==> src/rtl/zcash_cmd_dispatch_pkg.sv <==
// Shared types for the host command path: command codes, header layout, local reply
// structures and their builder functions, the command capability mask, and the width
// of the reply staging register.
package zcash_cmd_dispatch_pkg;

  typedef enum logic [31:0] {
    RESET_FPGA           = 32'h0000_0000,
    FPGA_STATUS          = 32'h0000_0001,
    VERIFY_EQUIHASH      = 32'h0000_0100,
    VERIFY_SECP256K1_SIG = 32'h0000_0101,
    RESET_FPGA_RPL       = 32'h8000_0000,
    FPGA_STATUS_RPL      = 32'h8000_0001,
    FPGA_IGNORE_RPL      = 32'h8000_0002
  } command_t;

  // len is in bytes and includes the 8-byte header itself.
  typedef struct packed {
    command_t    cmd;
    logic [31:0] len;
  } header_t;

  typedef logic [7:0] fpga_state_t;

  localparam int ENB_VERIFY_EQUIHASH_200_9 = 0;
  localparam int ENB_VERIFY_EQUIHASH_144_5 = 1;
  localparam int ENB_VERIFY_SECP256K1_SIG  = 8;

  localparam logic [63:0] FPGA_CMD_CAP = (64'd1 << ENB_VERIFY_EQUIHASH_200_9) |
                                         (64'd1 << ENB_VERIFY_EQUIHASH_144_5) |
                                         (64'd1 << ENB_VERIFY_SECP256K1_SIG);

  localparam logic [31:0] FPGA_VERSION = 32'h0001_0201;

  // Wide enough for the largest local reply, serialised 64 bits at a time.
  localparam int unsigned RplRegWidth = 384;

  typedef struct packed {
    header_t hdr;
  } fpga_reset_rpl_t;

  typedef struct packed {
    header_t ignore_hdr;
    header_t hdr;
  } fpga_ignore_rpl_t;

  // 37 bytes; the last field lands in byte 4 of the fifth word.
  typedef struct packed {
    fpga_state_t fpga_state;
    logic [63:0] build_date;
    logic [63:0] build_host;
    logic [63:0] cmd_cap;
    logic [31:0] version;
    header_t     hdr;
  } fpga_status_rpl_t;

  typedef enum logic [2:0] {
    RouteEq,
    RouteSecp,
    RouteReset,
    RouteStatus,
    RouteIgnore
  } route_e;

  function automatic fpga_reset_rpl_t get_fpga_reset_rpl();
    fpga_reset_rpl_t r;
    r.hdr.cmd = RESET_FPGA_RPL;
    r.hdr.len = 32'($bits(fpga_reset_rpl_t) / 8);
    return r;
  endfunction

  function automatic fpga_ignore_rpl_t get_fpga_ignore_rpl(header_t ignored);
    fpga_ignore_rpl_t r;
    r.hdr.cmd    = FPGA_IGNORE_RPL;
    r.hdr.len    = 32'($bits(fpga_ignore_rpl_t) / 8);
    r.ignore_hdr = ignored;
    return r;
  endfunction

  function automatic fpga_status_rpl_t get_fpga_status_rpl(logic [63:0] build_host,
                                                           logic [63:0] build_date,
                                                           fpga_state_t fpga_state);
    fpga_status_rpl_t r;
    r.hdr.cmd    = FPGA_STATUS_RPL;
    r.hdr.len    = 32'($bits(fpga_status_rpl_t) / 8);
    r.version    = FPGA_VERSION;
    r.cmd_cap    = FPGA_CMD_CAP;
    r.build_host = build_host;
    r.build_date = build_date;
    r.fpga_state = fpga_state;
    return r;
  endfunction

  // Short or disabled commands are answered with an ignore reply.
  function automatic route_e get_route(header_t hdr);
    route_e r;
    r = RouteIgnore;
    if (hdr.len >= 32'd8) begin
      if (hdr.cmd == VERIFY_EQUIHASH &&
          (FPGA_CMD_CAP[ENB_VERIFY_EQUIHASH_200_9] || FPGA_CMD_CAP[ENB_VERIFY_EQUIHASH_144_5])) begin
        r = RouteEq;
      end else if (hdr.cmd == VERIFY_SECP256K1_SIG && FPGA_CMD_CAP[ENB_VERIFY_SECP256K1_SIG]) begin
        r = RouteSecp;
      end else if (hdr.cmd == RESET_FPGA) begin
        r = RouteReset;
      end else if (hdr.cmd == FPGA_STATUS) begin
        r = RouteStatus;
      end
    end
    return r;
  endfunction

endpackage

==> src/rtl/zcash_rpl_serialiser.sv <==
// Wide register to 64-bit stream. A load captures RegWidth bits plus a byte length;
// words are then emitted LSB word first with sop on the first and eop on the last.
// Ports:
//   clk_i, rst_ni        clock, asynchronous active-low reset
//   load_i, dat_i, len_i capture a reply (len_i in bytes, > 0)
//   dat_o/val_o/sop_o/eop_o/mod_o, rdy_i  output stream; mod_o = valid bytes on eop, 0 = 8
module zcash_rpl_serialiser
  import zcash_cmd_dispatch_pkg::*;
#(
  parameter int unsigned RegWidth = RplRegWidth
) (
  input  logic                clk_i,
  input  logic                rst_ni,
  input  logic                load_i,
  input  logic [RegWidth-1:0] dat_i,
  input  logic [15:0]         len_i,
  output logic [63:0]         dat_o,
  output logic                val_o,
  output logic                sop_o,
  output logic                eop_o,
  output logic [2:0]          mod_o,
  input  logic                rdy_i
);

  localparam int unsigned MaxWords = RegWidth / 64;
  localparam int unsigned CntW     = $clog2(MaxWords + 1);

  logic [RegWidth-1:0] dat_q, dat_d;
  logic [CntW-1:0]     cnt_q, cnt_d;
  logic                first_q, first_d;
  logic [2:0]          mod_q, mod_d;

  assign val_o = (cnt_q != '0);
  assign eop_o = (cnt_q == CntW'(1));
  assign sop_o = first_q & val_o;
  assign dat_o = dat_q[63:0];
  assign mod_o = eop_o ? mod_q : 3'd0;

  always_comb begin
    dat_d   = dat_q;
    cnt_d   = cnt_q;
    first_d = first_q;
    mod_d   = mod_q;
    if (load_i) begin
      dat_d   = dat_i;
      cnt_d   = CntW'((len_i + 16'd7) >> 3);
      first_d = 1'b1;
      mod_d   = len_i[2:0];
    end else if (val_o && rdy_i) begin
      dat_d   = dat_q >> 64;
      cnt_d   = cnt_q - CntW'(1);
      first_d = 1'b0;
    end
  end

  always_ff @(posedge clk_i or negedge rst_ni) begin
    if (!rst_ni) begin
      dat_q   <= '0;
      cnt_q   <= '0;
      first_q <= 1'b0;
      mod_q   <= 3'd0;
    end else begin
      dat_q   <= dat_d;
      cnt_q   <= cnt_d;
      first_q <= first_d;
      mod_q   <= mod_d;
    end
  end

endmodule

==> src/rtl/zcash_cmd_dispatch.sv <==
// Host command front end. Parses the 8-byte header of each host packet, forwards
// verification commands whole to the equihash or secp256k1 engine, and answers
// RESET_FPGA / FPGA_STATUS / unrecognised commands with a locally built reply.
// Ports:
//   i_clk, i_rst_n                          clock, asynchronous active-low reset
//   i_rx_*, o_rx_rdy                        host input stream
//   o_eq_*, i_eq_rdy / o_secp_*, i_secp_rdy engine streams
//   o_rpl_*, i_rpl_rdy                      local reply stream (o_rpl_mod on last word)
//   i_fpga_state                            sampled when a status reply is built
//   o_reset_req                             one-cycle pulse after the reset reply is taken
//   o_err                                   sticky framing error
module zcash_cmd_dispatch
  import zcash_cmd_dispatch_pkg::*;
#(
  parameter logic [63:0] BUILD_HOST = 64'd0,
  parameter logic [63:0] BUILD_DATE = 64'd0
) (
  input  logic        i_clk,
  input  logic        i_rst_n,
  input  logic [63:0] i_rx_dat,
  input  logic        i_rx_val,
  input  logic        i_rx_sop,
  input  logic        i_rx_eop,
  output logic        o_rx_rdy,
  output logic [63:0] o_eq_dat,
  output logic        o_eq_val,
  output logic        o_eq_sop,
  output logic        o_eq_eop,
  input  logic        i_eq_rdy,
  output logic [63:0] o_secp_dat,
  output logic        o_secp_val,
  output logic        o_secp_sop,
  output logic        o_secp_eop,
  input  logic        i_secp_rdy,
  output logic [63:0] o_rpl_dat,
  output logic        o_rpl_val,
  output logic        o_rpl_sop,
  output logic        o_rpl_eop,
  output logic [2:0]  o_rpl_mod,
  input  logic        i_rpl_rdy,
  input  logic [7:0]  i_fpga_state,
  output logic        o_reset_req,
  output logic        o_err
);

  typedef enum logic [2:0] {
    StIdle,
    StFwdEq,
    StFwdSecp,
    StDrain,
    StRpl
  } state_e;

  state_e  state_q, state_d;
  header_t hdr_q, hdr_d;
  logic    hdr_pend_q, hdr_pend_d;  // captured header not yet taken by the engine
  logic    hdr_eop_q, hdr_eop_d;    // header word was the whole packet
  logic    err_q, err_d;
  logic    rst_rpl_q, rst_rpl_d;    // reply in flight is the reset reply
  logic    reset_req_q, reset_req_d;

  logic                   rx_rdy, rx_acc;
  header_t                hdr_src;
  route_e                 route;
  logic [RplRegWidth-1:0] rpl_reg;
  logic [15:0]            rpl_len;
  logic                   rpl_load;
  logic                   rpl_val, rpl_eop;
  logic [63:0]            fwd_dat;
  logic                   fwd_val, fwd_sop, fwd_eop, fwd_rdy;

  // Held low while reset is asserted, high as soon as it is released in IDLE.
  assign o_rx_rdy = rx_rdy & i_rst_n;
  assign rx_acc   = i_rx_val & o_rx_rdy;
  assign fwd_rdy  = (state_q == StFwdEq) ? i_eq_rdy : i_secp_rdy;

  always_comb begin
    rx_rdy = 1'b0;
    case (state_q)
      StIdle, StDrain: rx_rdy = 1'b1;
      StFwdEq:         rx_rdy = !hdr_pend_q && i_eq_rdy;
      StFwdSecp:       rx_rdy = !hdr_pend_q && i_secp_rdy;
      default:         rx_rdy = 1'b0;
    endcase
  end

  // In IDLE the header is still on the input bus; after a drain it is in hdr_q.
  assign hdr_src = (state_q == StIdle) ? header_t'(i_rx_dat) : hdr_q;
  assign route   = get_route(hdr_src);

  always_comb begin
    rpl_reg = '0;
    rpl_len = 16'd0;
    case (route)
      RouteReset: begin
        rpl_reg[$bits(fpga_reset_rpl_t)-1:0] = get_fpga_reset_rpl();
        rpl_len = 16'($bits(fpga_reset_rpl_t) / 8);
      end
      RouteStatus: begin
        rpl_reg[$bits(fpga_status_rpl_t)-1:0] =
            get_fpga_status_rpl(BUILD_HOST, BUILD_DATE, i_fpga_state);
        rpl_len = 16'($bits(fpga_status_rpl_t) / 8);
      end
      default: begin
        rpl_reg[$bits(fpga_ignore_rpl_t)-1:0] = get_fpga_ignore_rpl(hdr_src);
        rpl_len = 16'($bits(fpga_ignore_rpl_t) / 8);
      end
    endcase
  end

  always_comb begin
    state_d     = state_q;
    hdr_d       = hdr_q;
    hdr_pend_d  = hdr_pend_q;
    hdr_eop_d   = hdr_eop_q;
    err_d       = err_q;
    rst_rpl_d   = rst_rpl_q;
    reset_req_d = 1'b0;
    rpl_load    = 1'b0;
    fwd_dat     = i_rx_dat;
    fwd_val     = 1'b0;
    fwd_sop     = 1'b0;
    fwd_eop     = 1'b0;

    case (state_q)
      StIdle: begin
        if (rx_acc) begin
          if (!i_rx_sop) begin
            err_d = 1'b1;
          end else begin
            hdr_d      = header_t'(i_rx_dat);
            hdr_eop_d  = i_rx_eop;
            hdr_pend_d = 1'b1;
            case (route)
              RouteEq:   state_d = StFwdEq;
              RouteSecp: state_d = StFwdSecp;
              default: begin
                if (i_rx_eop) begin
                  state_d   = StRpl;
                  rpl_load  = 1'b1;
                  rst_rpl_d = (route == RouteReset);
                end else begin
                  state_d = StDrain;
                end
              end
            endcase
          end
        end
      end

      StFwdEq, StFwdSecp: begin
        if (hdr_pend_q) begin
          fwd_dat = hdr_q;
          fwd_val = 1'b1;
          fwd_sop = 1'b1;
          fwd_eop = hdr_eop_q;
          if (fwd_rdy) begin
            hdr_pend_d = 1'b0;
            if (hdr_eop_q) state_d = StIdle;
          end
        end else begin
          // Payload passes straight through; a stray sop is kept as data.
          fwd_val = i_rx_val;
          fwd_eop = i_rx_eop;
          if (rx_acc) begin
            if (i_rx_sop) err_d = 1'b1;
            if (i_rx_eop) state_d = StIdle;
          end
        end
      end

      StDrain: begin
        if (rx_acc) begin
          if (i_rx_sop) err_d = 1'b1;
          if (i_rx_eop) begin
            state_d   = StRpl;
            rpl_load  = 1'b1;
            rst_rpl_d = (route == RouteReset);
          end
        end
      end

      StRpl: begin
        if (rpl_val && rpl_eop && i_rpl_rdy) begin
          state_d     = StIdle;
          reset_req_d = rst_rpl_q;
        end
      end

      default: state_d = StIdle;
    endcase
  end

  assign o_eq_dat   = fwd_dat;
  assign o_eq_val   = fwd_val & (state_q == StFwdEq);
  assign o_eq_sop   = fwd_sop & (state_q == StFwdEq);
  assign o_eq_eop   = fwd_eop & (state_q == StFwdEq);
  assign o_secp_dat = fwd_dat;
  assign o_secp_val = fwd_val & (state_q == StFwdSecp);
  assign o_secp_sop = fwd_sop & (state_q == StFwdSecp);
  assign o_secp_eop = fwd_eop & (state_q == StFwdSecp);

  assign o_rpl_val   = rpl_val;
  assign o_rpl_eop   = rpl_eop;
  assign o_reset_req = reset_req_q;
  assign o_err       = err_q;

  always_ff @(posedge i_clk or negedge i_rst_n) begin
    if (!i_rst_n) begin
      state_q     <= StIdle;
      hdr_q       <= '0;
      hdr_pend_q  <= 1'b0;
      hdr_eop_q   <= 1'b0;
      err_q       <= 1'b0;
      rst_rpl_q   <= 1'b0;
      reset_req_q <= 1'b0;
    end else begin
      state_q     <= state_d;
      hdr_q       <= hdr_d;
      hdr_pend_q  <= hdr_pend_d;
      hdr_eop_q   <= hdr_eop_d;
      err_q       <= err_d;
      rst_rpl_q   <= rst_rpl_d;
      reset_req_q <= reset_req_d;
    end
  end

  zcash_rpl_serialiser #(
    .RegWidth(RplRegWidth)
  ) u_rpl_ser (
    .clk_i (i_clk),
    .rst_ni(i_rst_n),
    .load_i(rpl_load),
    .dat_i (rpl_reg),
    .len_i (rpl_len),
    .dat_o (o_rpl_dat),
    .val_o (rpl_val),
    .sop_o (o_rpl_sop),
    .eop_o (rpl_eop),
    .mod_o (o_rpl_mod),
    .rdy_i (i_rpl_rdy)
  );

endmodule

==> config.mk <==
export PLATFORM = sky130hd
export DESIGN_NAME = zcash_cmd_dispatch
export DESIGN_NICKNAME = d
export VERILOG_FILES = /design/src/rtl/zcash_cmd_dispatch_pkg.sv /design/src/rtl/zcash_rpl_serialiser.sv /design/src/rtl/zcash_cmd_dispatch.sv
export SDC_FILE = /design/constraint.sdc
export NUM_CORES = 1
export LEC_CHECK = 0
export CORE_MARGIN = 5
export CORE_UTILIZATION = 30
export DETAILED_ROUTE_END_ITERATION = 8
export SETUP_SLACK_MARGIN = 0.02
export SYNTH_ARGS = -nofsm -noshare
export SYNTH_HDL_FRONTEND = slang
export SYNTH_SLANG_ARGS = --single-unit
export TNS_END_PERCENT = 30
==> constraint.sdc <==
create_clock -name i_clk -period 2.8 [get_ports i_clk]
set_input_delay 0.28 -clock i_clk [delete_from_list [all_inputs] [get_ports i_clk]]
set_output_delay 0.28 -clock i_clk [all_outputs]
set_load 0.01 [all_outputs]
Word level (Yosys, flattened, before mapping):

Index checks and enable logic that the tools add are counted.

* logic and storage cells: 134
* output and inout bits: 207
* register bits: 463
* input port bits: 80

* add/sub/neg operators: 2
* order comparisons: 1
* bitwise logic cells: 9
* equality and inequality tests: 23
* muxes and demuxes: 65
* reductions and logical operators: 22

Operators by type and width (count)
* 384-bit two-way mux: 2
* 64-bit two-way mux: 3
* 168-bit two-way mux: 1
* 64-bit one-hot mux with 2 select lines: 1
* 34-bit one-hot mux with 2 select lines: 1
* 32-bit by 9-bit == test with 1-bit output (second input constant): 2
* 3-bit two-way mux: 19
* 32-bit by 1-bit == test with 1-bit output (second input constant): 1
* 32-bit by 4-bit greater-or-equal comparator with 1-bit output (second input constant): 1
* 32-bit logical NOT: 1
* 1-bit two-way mux: 30
* 2-bit inequality test (second input constant): 8
* 3-bit by 2-bit == test with 1-bit output (second input constant): 4
* 3-bit inequality test (second input constant): 4
* 3-bit one-hot mux with 4 select lines: 1
* 6-bit one-hot mux with 2 select lines: 1
* 1-bit bitwise AND: 9
* 3-bit by 1-bit == test with 1-bit output (second input constant): 3
* 9-bit AND reduction: 1
* 6-bit by 3-bit adder with 6-bit output (second input constant): 1
* 3-bit logical NOT: 2
* 1-bit one-hot mux with 2 select lines: 3
* 1-bit one-hot mux with 3 select lines: 2
* 3-bit one-hot mux with 2 select lines: 1
* 10 further kinds: 20

Logic depth before layout (Yosys ltp):

* word-level depth: 15
* gate-level depth with buffers: 12
* depth with buffers taken out: 10

Cells and area by module:

A second synthesis with hierarchy kept.

* cells, all modules: 2814
* area total of the unflattened synthesis: 24476.0 µm²

By module, submodules not included
* zcash_rpl_serialiser: sequential area each 9784.4 µm², area each 19034.5 µm², times used 1, cells an instance 2206
* zcash_cmd_dispatch: sequential area each 1801.7 µm², area each 5441.5 µm², times used 1, cells an instance 608

Worst setup path after synthesis:

No wires, ideal clock.

* path kind: flip-flop to flip-flop
* start: register state_q[0]
* end: register u_rpl_ser.dat_q[73]
* path buffers: 1
* cell stages (with the launch flop): 10
* slack: -0.065 ns
* library setup time: 0.079 ns
* required time: 2.721 ns
* period minus slack after synthesis: 2.865 ns
* arrival time: 2.786 ns
* path through: dfrtp_1 -> or3_4 -> or3_1 -> a22oi_2 -> clkbuf_1 -> nand2_1 -> ha_1 -> nor3_1 -> a22oi_1 -> mux2i_1

* word-level cells in the longest chain between the ends: 15
* elaborated cells on any way between the ends: 32
* those cells by class: order compare (1); eq/ne (9); mux (14); bitwise (2); reduce/logical (6)

RTL lines
* start, declared: line zcash_cmd_dispatch.sv:54 `state_e state_q, state_d;`
* start signal, assigned: line zcash_cmd_dispatch.sv:210 `state_q <= StIdle;`
* start signal, assigned: line zcash_cmd_dispatch.sv:218 `state_q <= state_d;`
* branches (longest 15 deep; another with 32-bit by 4-bit greater-or-equal comparator with 1-bit output)
* end signal, assigned: line zcash_rpl_serialiser.sv:63 `dat_q <= dat_d;`
* end, declared: line zcash_rpl_serialiser.sv:28 `logic [RegWidth-1:0] dat_q, dat_d;`

Parallel ways; which one is timed is not known.
A chain may end at the register's enable or synchronous reset.

Worst setup path after layout:

* start: register state_q[1]
* end: output port o_eq_dat[26]

* word-level cells in the longest chain between the ends: 3
* elaborated cells on any way between the ends: 4
* those cells by class: eq/ne (2); mux (1); reduce/logical (1)

RTL lines
* 3-bit by 1-bit == test with 1-bit output / 3-bit by 2-bit == test with 1-bit output (equally long branches): line zcash_cmd_dispatch.sv:125 `case (state_q)`
* 2-bit OR reduction (*): line zcash_cmd_dispatch.sv:125
* 64-bit two-way mux (*): line zcash_cmd_dispatch.sv:125
* end, declared: line zcash_cmd_dispatch.sv:25 `output logic [63:0] o_eq_dat,`

Every way passes the cells marked *; elsewhere a longest branch is shown, timed or not.

==> impl_metrics.ini <==
[outcome]
run_status = complete, no violations

[grt]
antenna_violations_before_repair = 3
grt_pass1_wl_mm = 60.8
grt_max_degree = 166
track_usage_pct = 17.1
number_of_global_route_vias_before_repair = 9695
grt_overflow_total = 0

[finish]
num-nets-final = 1569
layout_common_cells = nand2_1 (391), dfrtp_1 (229), clkdlybuf4s50_1 (156), dlygate4sd2_1 (115), mux2i_1 (100)
antennaDiodeCount = 0
layoutNonFillerInstCount = 2030
leading_cell_type_in_the_layout_fill_and_taps_excluded = nand2_1
syn_to_final_growth_pct = 34.7
final_layout_size_suffix_gt1_share_pct = 20.3

[clock_tree]
clock_sinks = 229
clkLatencyLatePin_ns = 0.55
clk_transition_reported_paths_ns = 0.07
clk_path_buf_depth = 3
numCtsBuffers = 27
ctsHtreeMaxLevel = 1
cts.root.buffer_cell = clkbuf_16
cts_tree = built

[drt]
post_drt_wl_per_cell_um = 19.7
route.antenna.remaining_nets = 0
first_iter_violations = 728
finalWirelength_mm = 40.0
via_count = 9748
detail_route.first_pass.iterations = 4
post-route-drc-count = 0
post_drt_via_cell_ratio = 4.80

[setup_path]
rr_startpoint = state_q[2]
capture_point_of_the_critical_path = o_eq_dat[26]
timing.critical_path.arrival_ns = 2.44
worst-r2r-setup-slack_ns = 0.17
type_of_element_launching_the_critical_path = register
endpoint_kind = output pin
end_of_the_worst_register_to_register_path = u_rpl_ser.dat_q[97]
crit_fanout = 11
worstPathRequired_ns = 2.52
critical_path.startpoint = state_q[1]
timing.setup.critical_path_class = reg -> out
rr_worst_depth = 11

[logic_synthesis]
post_synth_inst_count = 1262
synth.yosys.seq_area_share_pct = 47.0
synth-main-ff-cell = dfrtp_1
synthDominantAreaCellType = dfrtp_1
netlist_area_mm2 = 0.0122
share_of_yosys_cell_area_claimed_by_the_top_area_cell_type_pct = 47.0
number_of_enable_flip_flop_cells_after_synthesis = 0
synth_area_per_cell_um2 = 9.66
yosys_warnings = 0
synth-async-reset-ratio_pct = 100
synth_cell_types = 50
synth_top_cells_by_area = dfrtp_1 (47%), nand2_1 (12%), mux2i_1 (8.3%)
synthesis.nets = 1346
ys_seq_elements = 229

[floorplan]
design.die.area_mm2 = 0.0448
placeableCoreArea_mm2 = 0.0400
die_h_um = 212
chipWidth_um = 212
effective_utilization_at_floorplan_pct = 30.5
fp-row-count = 73
floorplan.io_pins = 287

[power_and_ir_drop]
leakagePower_nw = 7.50
power.density_cell_area_mw_per_mm2 = 911
vdd_drop_max_mv = 0.430
post-layout-total-power_mw = 15.0

[timing]
hold_violations = 0
timing.slew.headroom_pct = 42.0
rsz0062_at_grt = yes
clock-skew-final_ns = 0.0219
report.final.slew_viol_count = 0
timing_worst_slew_pin_value_ns = 0.869
tns_ns = 0
final-setup-viol-count = 0
period_utilization_post_route_pct = 97.0
max_freq_mhz = 368
final.setup.worst_slack_ns = 0.0839
hold_ws_ns = 0.143
fin_crit_ns = 2.72

[worst_hold_path]
hold_class = in -> async

[placement]
place_worst_setup_slack_ns = -0.491
i_o_buffers = 285
placed_cells = 1974
place.detailed.hpwl_mm = 29.3
routabilityCongestion = 0.853

[run]
maxCapViolCount = 0
==> worst max-delay path, stage by stage (launching register included) <==
cell           delay [ns]
dfrtp_1              0.37
buf_6                0.15
inv_2                0.06
nor3_4               0.21
o21ai_4              0.07
buf_4                0.16
bufbuf_16            0.28
mux2_2               0.29
dlygate4sd2_1        0.29
==> metrics by stage <==
stage	cell area, um2	util, %
6_report	16400	41.1
5_1_grt	16400	41.1
4_1_cts	16400	40.9
3_5_place_dp	15400	38.4
3_3_place_gp	15400	38.4
2_1_floorplan	12200	-
==> synth_stat cells, types with 2 or more instances <==
cell,instances
a21oi_1,29
and2_1,4
or3_1,2
o2bb2ai_1,53
nor3_1,8
nand2_1,392
buf_4,131
and3_1,4
a21oi_2,50
buf_2,15
dfrtp_1,229
nand3_1,12
nand2b_1,5
clkbuf_1,49
nand4_1,8
nor4_1,25
a21o_1,2
o22ai_1,2
o21ai_0,2
xor2_1,2
a22oi_1,4
buf_6,9
nor2b_1,3
o221ai_1,2
nor2_1,20
ha_1,4
mux2_2,65
inv_1,9
mux2i_1,101
==> state kept, by name, indices dropped and copies added (netlist names), 3 cells and up <==
| signal | cells |
|---|---|
| u_rpl_ser.dat_q | 152 |
| hdr_q | 64 |
| state_q | 3 |
| u_rpl_ser.cnt_q | 3 |
==> routing by layer <==
metal | vias up | share of wire [%] | global-route usage, %
li1 | 4613 | - | -
met1 | 4805 | 47 | 25.8
met2 | 280 | 46 | 26.4
met3 | 44 | 5.0 | 2.53
met4 | 6 | 1.7 | 3.33
met5 | - | 0.088 | 0
==> how the worst min path moves through the flow <==
| stage | startpoint | end | slack [ns] | cells after the start |
|---|---|---|---|---|
| finish | i_rst_n | u_rpl_ser.dat_q[49] | 0.14 | 2 |
| global route | i_rst_n | u_rpl_ser.dat_q[53] | 0.16 | 2 |
| CTS | i_rst_n | u_rpl_ser.dat_q[49] | 0.11 | 2 |
| detailed placement | i_rst_n | u_rpl_ser.dat_q[53] | 0.09 | 1 |
| global placement | i_rst_n | u_rpl_ser.dat_q[47] | 0.09 | 1 |
| floorplan | i_rst_n | hdr_eop_q | -0.02 | 0 |
==> final cells by class <==
type / instances / area [um2]
Fill cell: 3978 / 23600
Inverter: 9 / 36.3
Tap cell: 525 / 657
Multi-Input combinational cell: 819 / 5260
Clock inverter: 15 / 216
Timing Repair Buffer: 399 / 3780
Sequential cell: 229 / 5730
Clock buffer: 34 / 752
==> kinds of logic after synthesis <==
logic type	share of synthesized area, %
flops	47.0
compound gates	10.3
fa+ha+maj	0.410
simple gates	16.5
buf+inv	11.3
other cells	0.0307
xor+xnor	0.215
mux	14.3
==> power breakdown <==
group	total, mW	switching (mW)	internal, mW
sequential	4.92	0.764	4.16
clock	3.80	1.44	2.36
combinational	6.24	3.47	2.77
==> what timing repair did <==
action,CTS,global route
endpoints found under the hold margin,9,0
cloned,3,0
hold buffers,1,0
setup buffers,3,0
resized for setup,148,23
setup endpoints to repair,138,74
pin swaps,3,2
No activity file was read; power rests on OpenSTA's default activity.
